--- config.mk ---
export PLATFORM = sky130hd
export DESIGN_NAME = rr_x_in_arbiter
export DESIGN_NICKNAME = d
export VERILOG_FILES = /design/src/rtl/rr_x_in_pkg.sv /design/src/rtl/rr_x_in_arbiter_fpa.sv /design/src/rtl/rr_x_in_arbiter.sv
export SDC_FILE = /design/constraint.sdc
export NUM_CORES = 1
export LEC_CHECK = 0
export CORE_ASPECT_RATIO = 0.8
export CORE_MARGIN = 5
export CORE_UTILIZATION = 39
export CTS_CLUSTER_SIZE = 10
export DETAILED_ROUTE_END_ITERATION = 10
export DONT_BUFFER_PORTS = 1
export HOLD_SLACK_MARGIN = 0.05
export MAX_ROUTING_LAYER = met4
export PLACE_DENSITY = 0.64
export SETUP_SLACK_MARGIN = 0.02
export SYNTH_ARGS = -nofsm -noshare
export SYNTH_HDL_FRONTEND = slang
export SYNTH_SLANG_ARGS = --single-unit
--- constraint.sdc ---
create_clock -name clk -period 7.1 [get_ports clk]
set_input_delay 1.775 -clock clk [delete_from_list [all_inputs] [get_ports clk]]
set_output_delay 1.775 -clock clk [all_outputs]
set_load 0.01 [all_outputs]
--- src/rtl/rr_x_in_pkg.sv ---
// Shared definitions for the router X-input round-robin arbiter.
// State encoding and modular pointer arithmetic.
package rr_x_in_pkg;

  localparam logic IDLE    = 1'b0;
  localparam logic GRANTED = 1'b1;

  function automatic int unsigned mod_add(
    input int unsigned a,
    input int unsigned b,
    input int unsigned n
  );
    int unsigned s;
    s = a + b;
    if (s >= n) s = s - n;
    return s;
  endfunction

endpackage

--- src/rtl/rr_x_in_arbiter_fpa.sv ---
// Rotated first-one picker: rotate by ptr, pick lowest set bit,
// map back to a one-hot vector and binary index.
module fpa_x_in_rot #(
  parameter int IO_SIZE = 5,
  parameter int IO_w    = 3
) (
  input  logic [0:IO_SIZE-1] req,
  input  logic [IO_w-1:0]    ptr,
  output logic [0:IO_SIZE-1] onehot,
  output logic [IO_w-1:0]    idx,
  output logic               found
);

  localparam logic [IO_w:0] SIZE = (IO_w+1)'(IO_SIZE);

  logic [0:IO_SIZE-1] rot;
  logic [IO_w-1:0]    pick;
  logic [IO_w:0]      j;
  logic [IO_w:0]      sum;

  always_comb begin
    rot = '0;
    j   = '0;
    for (int i = 0; i < IO_SIZE; i++) begin
      j = (IO_w+1)'(i) + {1'b0, ptr};
      if (j >= SIZE) j = j - SIZE;
      rot[i] = req[j[IO_w-1:0]];
    end
  end

  always_comb begin
    found = 1'b0;
    pick  = '0;
    for (int i = 0; i < IO_SIZE; i++) begin
      if (!found && rot[i]) begin
        found = 1'b1;
        pick  = IO_w'(i);
      end
    end
  end

  always_comb begin
    sum = {1'b0, pick} + {1'b0, ptr};
    if (sum >= SIZE) sum = sum - SIZE;
    idx    = found ? sum[IO_w-1:0] : '0;
    onehot = '0;
    if (found) onehot[idx] = 1'b1;
  end

endmodule

--- src/rtl/rr_x_in_arbiter.sv ---
// Round-robin grant arbiter for a router X input port.
// RR_X_IN_FAST_REGRANT_EN: re-arbitrate on release with no bubble.
module rr_x_in_arbiter
  import rr_x_in_pkg::*;
#(
  parameter int IO_SIZE = 5,
  parameter int IO_w    = 3
) (
  input  logic               clk,
  input  logic               rst,
  input  logic [0:IO_SIZE-1] request,
  input  logic               release_pkt,
  output logic [0:IO_SIZE-1] grant,
  output logic [IO_w-1:0]    grant_idx,
  output logic               grant_valid
);

  logic               state;
  logic [IO_w-1:0]    ptr;
  logic [IO_w-1:0]    ptr_next;
  logic [0:IO_SIZE-1] pick_oh;
  logic [IO_w-1:0]    pick_idx;
  logic               pick_found;

  assign ptr_next = IO_w'(mod_add(32'(grant_idx), 32'd1, IO_SIZE));

  fpa_x_in_rot #(.IO_SIZE(IO_SIZE), .IO_w(IO_w)) u_pick (
    .req    (request),
    .ptr    (ptr),
    .onehot (pick_oh),
    .idx    (pick_idx),
    .found  (pick_found)
  );

`ifdef RR_X_IN_FAST_REGRANT_EN
  logic [0:IO_SIZE-1] re_oh;
  logic [IO_w-1:0]    re_idx;
  logic               re_found;

  // Current owner is masked so it cannot win twice in a row.
  fpa_x_in_rot #(.IO_SIZE(IO_SIZE), .IO_w(IO_w)) u_repick (
    .req    (request & ~grant),
    .ptr    (ptr_next),
    .onehot (re_oh),
    .idx    (re_idx),
    .found  (re_found)
  );
`endif

  always_ff @(posedge clk or posedge rst) begin
    if (rst) begin
      state       <= IDLE;
      ptr         <= '0;
      grant       <= '0;
      grant_idx   <= '0;
      grant_valid <= 1'b0;
    end else begin
      case (state)
        IDLE: begin
          if (pick_found) begin
            grant       <= pick_oh;
            grant_idx   <= pick_idx;
            grant_valid <= 1'b1;
            state       <= GRANTED;
          end
        end
        default: begin
          if (release_pkt) begin
            ptr <= ptr_next;
`ifdef RR_X_IN_FAST_REGRANT_EN
            if (re_found) begin
              grant     <= re_oh;
              grant_idx <= re_idx;
            end else begin
              grant       <= '0;
              grant_idx   <= '0;
              grant_valid <= 1'b0;
              state       <= IDLE;
            end
`else
            grant       <= '0;
            grant_idx   <= '0;
            grant_valid <= 1'b0;
            state       <= IDLE;
`endif
          end
        end
      endcase
    end
  end

endmodule

* Word-level counts from Yosys, hierarchy flattened
Cells that the tools add are included.
** Storage, ports and cells
- Bits of input ports :: 8
- Bits in registers :: 13
** Operators by class
- Add/sub/neg operators :: 13
- Eq/ne operators :: 1
- $lt $le $gt $ge :: 14
- Bitwise operators :: 6
- Multiplexer cells :: 46
- Reductions and logical operators :: 12
** Operators with widths (number)
- 2-to-1 mux 3 bit :: 12
- greater-or-equal comparator 4 x 3 -> 1 bit (second input constant) :: 6
- greater-or-equal comparator 4 bit (second input constant) :: 6
- inverter 3 -> 4 bit :: 6
- 2-to-1 mux 1 bit :: 23
- subtractor 3 bit (second input constant) :: 7
- binary-select mux 1 bit (select 3 bit) :: 5
- 2-to-1 mux 5 bit :: 3
- adder 2 x 3 -> 4 bit (first input constant) :: 2
- logical AND 1 bit :: 5
- adder 1 x 3 -> 4 bit (first input constant) :: 1
- adder 3 x 1 -> 4 bit (second input constant) :: 1
- adder 3 x 3 -> 4 bit :: 1
- adder 3 x 3 -> 4 bit (first input constant) :: 1
- zero test 1 bit :: 4
- < comparator 4 x 1 -> 1 bit (second input constant) :: 1
- 2-to-1 mux 2 bit :: 2
- AND reduction 2 bit :: 2
- demux 1 bit (select 3 bit) :: 1
- greater-or-equal comparator 3 bit (second input constant) :: 1
- != test 2 bit (second input constant) :: 1
- nonzero test 2 bit :: 1

* Depth between registers and ports, before layout
Gate-level depths: netlist of run 1.
- Word-level depth :: 30
- Depth in mapped cells :: 23

* Modules after synthesis
From an unflattened synthesis of run 1, not the netlist that was laid out.
** Unflattened totals
- Cells, all modules :: 205
- Area total of the unflattened synthesis :: 1764.2 um^2
** By module, submodules not included
- fpa_x_in_rot :: times used 1, area each 1148.6 um^2, cells each 149
- rr_x_in_arbiter :: times used 1, area each 615.6 um^2, cells each 56

* Worst setup path after synthesis of run 1
OpenSTA, ideal clock, no wires.
- Path type :: input to register
- From :: input port request[3] in the netlist's numbering
- To :: register grant[2] in the netlist's numbering
- Data arrival time :: 5.392 ns
- Setup slack :: 1.630 ns
- Stages on the path :: 16
- Library setup time :: 0.078 ns
- Cells stage by stage :: mux4_2 -> and3_1 -> a21oi_1 -> o31a_2 -> a21boi_0 -> ha_1 -> fa_1 -> inv_1 -> ha_1 -> nor2b_1 -> o21ai_0 -> a211oi_1 -> nor2_1 -> xnor2_1 -> or4b_2 -> o2bb2ai_1
** On the way
- Longest elaborated chain between the ends :: 27
- Elaborated cells on any way between the ends :: 47
- Those cells by class :: add/sub: 2; order compare: 3; mux: 30; bitwise: 1; reduce/logical: 11
** Ends and longest elaborated chain
- start, declared :: RTL line rr_x_in_arbiter.sv:11 : input logic [0:IO_SIZE-1] request,
- binary-select mux 1 bit (select 3 bit) :: RTL line rr_x_in_arbiter_fpa.sv:27 : rot[i] = req[j[IO_w-1:0]];
- 2-to-1 mux 1 bit (implied by the code) (2 in a row) :: RTL line rr_x_in_arbiter_fpa.sv:27
- 2-to-1 mux 1 bit :: RTL line rr_x_in_arbiter_fpa.sv:35 : if (!found && rot[i]) begin
- zero test 1 bit :: RTL line rr_x_in_arbiter_fpa.sv:35
- logical AND 1 bit :: RTL line rr_x_in_arbiter_fpa.sv:35
- 2-to-1 mux 1 bit :: RTL line rr_x_in_arbiter_fpa.sv:35
- zero test 1 bit :: RTL line rr_x_in_arbiter_fpa.sv:35
- logical AND 1 bit :: RTL line rr_x_in_arbiter_fpa.sv:35
- (+10 left out)
- 2-to-1 mux 3 bit :: RTL line rr_x_in_arbiter_fpa.sv:45 : idx = found ? sum[IO_w-1:0] : '0;
- inverter 3 -> 4 bit (implied by the code) :: RTL line rr_x_in_arbiter_fpa.sv:47 : if (found) onehot[idx] = 1'b1;
- greater-or-equal comparator 4 bit (implied by the code) / < comparator 4 x 1 -> 1 bit (equally long branches) :: RTL line rr_x_in_arbiter_fpa.sv:47
- logical AND 1 bit (implied by the code) :: RTL line rr_x_in_arbiter_fpa.sv:47
- 2-to-1 mux 1 bit (implied by the code) :: RTL line rr_x_in_arbiter_fpa.sv:47
- demux 1 bit (select 3 bit) :: RTL line rr_x_in_arbiter_fpa.sv:47
- 2-to-1 mux 5 bit :: RTL line rr_x_in_arbiter.sv:60 : if (pick_found) begin
- 2-to-1 mux 5 bit :: RTL line rr_x_in_arbiter.sv:58 : case (state)
- end signal, assigned :: RTL line rr_x_in_arbiter.sv:61 : grant <= pick_oh;
- end, declared :: RTL line rr_x_in_arbiter.sv:13 : output logic [0:IO_SIZE-1] grant,
Parallel ways exist; a longest one is shown, timed or not. The select of a mux whose other input is x is not followed.
A chain may end at the register's enable or synchronous reset.

* Final worst setup path of run 1
- From :: register ptr[1]
- To :: register grant[2] in the netlist's numbering
** On the way
- Longest elaborated chain between the ends :: 30
- Elaborated cells on any way between the ends :: 71
- Those cells by class :: add/sub: 11; order compare: 8; mux: 35; bitwise: 6; reduce/logical: 11
** Ends and longest elaborated chain
- start, declared :: RTL line rr_x_in_arbiter.sv:19 : logic [IO_w-1:0] ptr;
- start signal, assigned :: RTL line rr_x_in_arbiter.sv:69 : ptr <= ptr_next;
- branches (longest 30 deep; another with adder 1 x 3 -> 4 bit)
Several ways; the timed one is not identified. The select of a mux whose other input is x is not followed.

==> results of run 1 <==
-- worst paths after layout --
check	from	to	slack, ps	depth (start not counted)
worst max-delay path	ptr[1]	grant[2]	1190	21
worst min-delay path	grant[4]	grant[4]	560	1
worst max register to register	ptr[1]	grant[2]	1190	21
worst min register to register	grant[4]	grant[4]	560	1
max in group asynchronous	rst	ptr[1]	5340	1
min in group asynchronous	rst	grant[0]	1430	1
-- logic make-up after synthesis --
logic type,Yosys count
buf+inv,23
compound gates,64
xor+xnor,9
simple gates,65
fa+ha+maj,17
mux,9
flops,13
-- per-stage QoR --
| stage | hold slack, ps | std cells |
|---|---|---|
| after global placement | 544 | 252 |
| after global routing | 588 | 256 |
| after floorplan | 516 | 200 |
| final | 559 | 256 |
| after detailed placement | 549 | 252 |
| after CTS | 565 | 256 |
-- cells in the final DEF (no fill, tap or decap), drive strengths merged, types with 3 or more instances in the layout --
cell type | Yosys | layout
a21o | 3 | 3
ha | 15 | 15
or2 | 4 | 4
a21oi | 18 | 18
nand2b | 5 | 5
mux2i | 6 | 6
nor2 | 8 | 8
dfrtp | 13 | 13
xor2 | 3 | 3
nand2 | 23 | 23
nor2b | 4 | 4
inv | 17 | 17
o2bb2ai | 7 | 7
xnor2 | 6 | 6
nand3 | 4 | 4
a21boi | 3 | 3
a211oi | 3 | 3
o21ai | 16 | 16
clkbuf | 3 | 3
-- sequential cells by signal, summed over array words and instances (netlist names) --
name	count
grant	5
grant_idx	3
ptr	3
grant_valid	1
state	1
-- cell type report --
type,count,area (sq um),area share (%)
inverter,17,63.8,3.60
clock buffer,3,41.3,2.33
sequential,13,325,18.3
timing repair buffer,1,7.51,0.423
multi-input combinational,164,1260,71.0
clock inverter,1,5.00,0.282
tap,57,71.3,4.02
-- per-layer routing --
metal  global-route usage (%)  share of wire (%)  vias to the layer above  routed length [um]
met5                        -                  0                        -                   0
met4                     2.01               0.44                        0                  16
met3                     3.21                3.4                        2                 126
met2                     23.0                 46                       17                1670
met1                     18.7                 51                      687                1850
li1                         -                  -                      724                   -
-- synthesized netlist by cell type (all sizes together), types with 5 or more instances --
| cell type | n |
|---|---|
| a21oi | 18 |
| dfrtp | 13 |
| ha | 15 |
| inv | 17 |
| mux2i | 6 |
| nand2 | 23 |
| nand2b | 5 |
| nor2 | 8 |
| o21ai | 16 |
| o2bb2ai | 7 |
| xnor2 | 6 |
==> qor.csv, run 1 <==
metric,value,unit
outcome,completed,
crit_top_cell,ha_1,
htreeDepth,1,
worst-endpoint-required,7270,ps
setup_ws,1190,ps
synth-seq-cells,13,
synth_area,0.00168,sq mm
synthCells,200,
drtAntennaViolNets,0,
place_ws,1230,ps
crit_fanout,14,
yosysWarnings,0,
finalCritPeriodShare,83.2,%
drt_iter0_drc,88,
path_class,reg -> reg,
synth_top_area_cell,dfrtp_1,
cts_buffer_depth,2,
antenna_cells,0,
overflow,0,
post-route-util,42.4,%
cp_slowest_cell,dfrtp_1,
cp.arrival,6080,ps
min_period,5910,ps
setup_viol,0,
nNetsFinal,225,
grt_pass1_wl,6.51,mm
pin_count,17,
antenna_found_initial,0,
synth_compound_gate_area_share,28.1,%
cp-start-kind,register,
cts_hold_buf,0,
core,0.00418,sq mm
synth_top_family_by_area,compound AO/OA/AOI/OAI gates,
cts_tree,yes,
synthSimpleGateAreaFrac,20.8,%
grt_pass1_vias,1380,
drc,0,
yosysSeqAreaShare,19.3,%
dpl_cell_area,0.00173,sq mm
yosys.area_share.adder,13.5,%
port_buffers,0,
ys.flop_type,dfrtp_1,
wl_per_cell,14.3,um
synth-edff-count,0,
die-width,83.4,um
critPathCaptureType,register,
dp_hpwl,2.82,mm
die_h,68.8,um
synth_cell_types,55,
post_cts_buffers,0,
design_area,0.00177,sq mm
max_freq,169,MHz
maxCapViolCount,0,
skew,2.45,ps
grt_usage,14.1,%
synthXorXnorAreaFrac,4.68,%
rows,21,
drv_slew,0,
cts_buffers,3,
dieArea,0.00574,sq mm
async_flop_share,100,%
yosysTopAreaCellShare,19.3,%
ctsResizeCount,0,
clk_pin_slew_worst_paths,60,ps
nFillCells,418,
clkLatencyLatePin,240,ps
dr.pass1.iters,4,
yosys-top-cells-area,"dfrtp_1 (19%), ha_1 (11%), a21oi_1 (5.4%)",
clock-sinks,13,
synth_mux_area_share,7.66,%
wl,3.66,mm
via_per_inst,5.59,
globalplace.congestion,0.887,
initial_core_util,40.3,%
finalHoldViolations,0,
worstHoldPathType,reg -> reg,
crit_chain,inv_1 > ha_1 > ha_1 > or2_2 > o21ai_0 > nor2_1 > o21ai_0 > nand3_1 > nand2b_1 > a21boi_0 > ha_1 > fa_1 > inv_1 > ha_1 > nor2b_1 > o21ai_0 > a211oi_1 > nor2_1 > xnor2_1 > or4b_2 > o2bb2ai_1,
rsz0062_at_grt,false,
synth_fp_nets,225,
avgSynthCellArea,8.41,sq um
worst-path-buf-inv,2,
drive_gt1_share,11.6,%
cpLargestDelayFamily,simple AND/OR/NAND/NOR gates,
grt_max_degree,24,
max_stage_delay,720,ps
vias,1430,
maxSlewHeadroom,59.8,%
syn_to_final_growth,5.35,%
tightest_slew,603,ps
fin_setup_tns,0,ps
cts_root_buf,clkbuf_8,
Power of run 1 is left out: the tool's default activity adds up to more than one toggle a clock period on the data nets, which glitch-free logic cannot reach.
==> inputs of run 2 (changes only) <==
==> constraint.sdc (replaced) <==
create_clock -name clk -period 6.2 [get_ports clk]
set_input_delay 1.55 -clock clk [delete_from_list [all_inputs] [get_ports clk]]
set_output_delay 1.55 -clock clk [all_outputs]
set_load 0.01 [all_outputs]
==> qor.csv, run 2 (synthesis gave the netlist of run 1 again) <==
metric,value,unit,change
outcome,completed,,
globalplace.congestion,0.854,,-3.8%
cts_hold_buf,0,,unchanged
rows,21,,unchanged
cp_slowest_cell,or4b_2,,
max_freq,181,MHz,+7.2%
ctsResizeCount,0,,unchanged
min_period,5510,ps,-397 ps
setup_viol,0,,unchanged
wl_per_cell,14.2,um,-0.48%
drt_iter0_drc,118,,+34%
drtAntennaViolNets,0,,unchanged
largest_reg_flops,5,,unchanged
worstHoldPathType,reg -> reg,,
cp.arrival,5680,ps,-400 ps
hold_ws,554,ps,-5.45 ps
crit_top_cell,ha_1,,
wl,3.69,mm,+0.68%
fin_setup_tns,0,ps,unchanged
overflow,0,,unchanged
reg_top3,"grant (5), grant_idx (3), ptr (3)",,
clock-sinks,13,,unchanged
drc,0,,unchanged
drive_gt1_share,12.9,%,+1.3 points
crit_chain,ha_1 > inv_1 > fa_1 > nor2_1 > a2bb2oi_1 > a211o_1 > a21o_1 > o21ai_0 > nand2b_1 > a21boi_0 > ha_1 > fa_1 > inv_1 > ha_1 > nor2b_1 > o21ai_0 > a211oi_1 > nor2_1 > xnor2_1 > or4b_2 > o2bb2ai_1,,
finalCritPeriodShare,88.9,%,+5.7 points
die_h,68.8,um,unchanged
grt_usage,14.1,%,-0.065 points
clk_pin_slew_worst_paths,60,ps,about the same
skew,3.11,ps,+0.664 ps
tightest_slew,577,ps,-26.0 ps
final_cell_mix,"nand2_1 (23), a21oi_1 (18), inv_1 (16)",,
critPathCaptureType,register,,
dieArea,0.00574,sq mm,unchanged
core,0.00418,sq mm,unchanged
syn_to_final_growth,6.69,%,
crit_fanout,9,,-5
pin_count,17,,unchanged
top_register,grant,,
grt_pass1_vias,1367,,-0.94%
grt_max_degree,23,,-4.2%
cts_buffers,3,,unchanged
via_per_inst,5.69,,+2.0%
grt_pass1_wl,6.53,mm,+0.32%
rsz0062_at_grt,false,,
post_cts_buffers,0,,unchanged
initial_core_util,40.3,%,unchanged
cp-start-kind,register,,
port_buffers,0,,unchanged
maxCapViolCount,0,,unchanged
cts_tree,yes,,
final_common_cell,nand2_1,,
cts_root_buf,clkbuf_8,,
antenna_cells,0,,unchanged
clkLatencyLatePin,240,ps,about the same
max_stage_delay,620,ps,-100 ps
die-width,83.4,um,unchanged
worst-endpoint-required,6370,ps,-900 ps
drv_slew,0,,unchanged
cts_buffer_depth,2,,unchanged
maxSlewHeadroom,60.5,%,+0.74 points
htreeDepth,1,,unchanged
finalHoldViolations,0,,unchanged
vias,1475,,+3.1%
dp_hpwl,2.84,mm,+0.79%
nNetsFinal,228,,+1.3%
path_class,reg -> reg,,
dr.pass1.iters,4,,unchanged
antenna_found_initial,0,,unchanged
run 2: cell types whose count changed in the layout (fill, tap and decap cells not counted):
cell	change
buf_4	+3
run 2: per-stage QoR:
step,cells,setup slack (ps),utilization [%],cell area (sq um)
6_report,259,688,43.0,1800
5_1_grt,259,148,43.0,1800
4_1_cts,259,710,43.0,1800
3_5_place_dp,255,693,41.9,1750
3_3_place_gp,255,777,41.9,1750
2_1_floorplan,200,955,-,1680
run 2: worst paths after layout:
kind,start,to,slack (ps),depth (start not counted)
min in group asynchronous,rst,grant[4],1220,1
min,grant_valid,grant_valid,550,2
max in group asynchronous,rst,ptr[1],4640,1
max reg2reg,ptr[1],grant[2],690,21
min reg2reg,grant_valid,grant_valid,550,2
max,ptr[1],grant[2],690,21
run 2: cell type report:
class	count	area, sq um
fill	423	2380
multi-input combinational	164	1260
sequential	13	325
tap	57	71.3
inverter	17	63.8
clock buffer	3	41.3
timing repair buffer	4	30.0
clock inverter	1	5.00
run 2: metal layers:
metal / up-vias / share of wire, % / GRT usage, %
li1: 730 / - / -
met4: 0 / 0 / 0
met3: 0 / 5.8 / 2.97
met5: - / 0 / -
met2: 46 / 42 / 21.5
met1: 699 / 52 / 20.5
run 2: critical path, delay by kind of cell (launching register included):
kind | cells | cell delay (ps)
compound gates | 8 | 1840
xor+xnor | 1 | 200
fa+ha+maj | 5 | 1470
buf+inv | 2 | 150
flops | 1 | 560
simple gates | 5 | 1220
Power of run 2 is left out for the same reason.
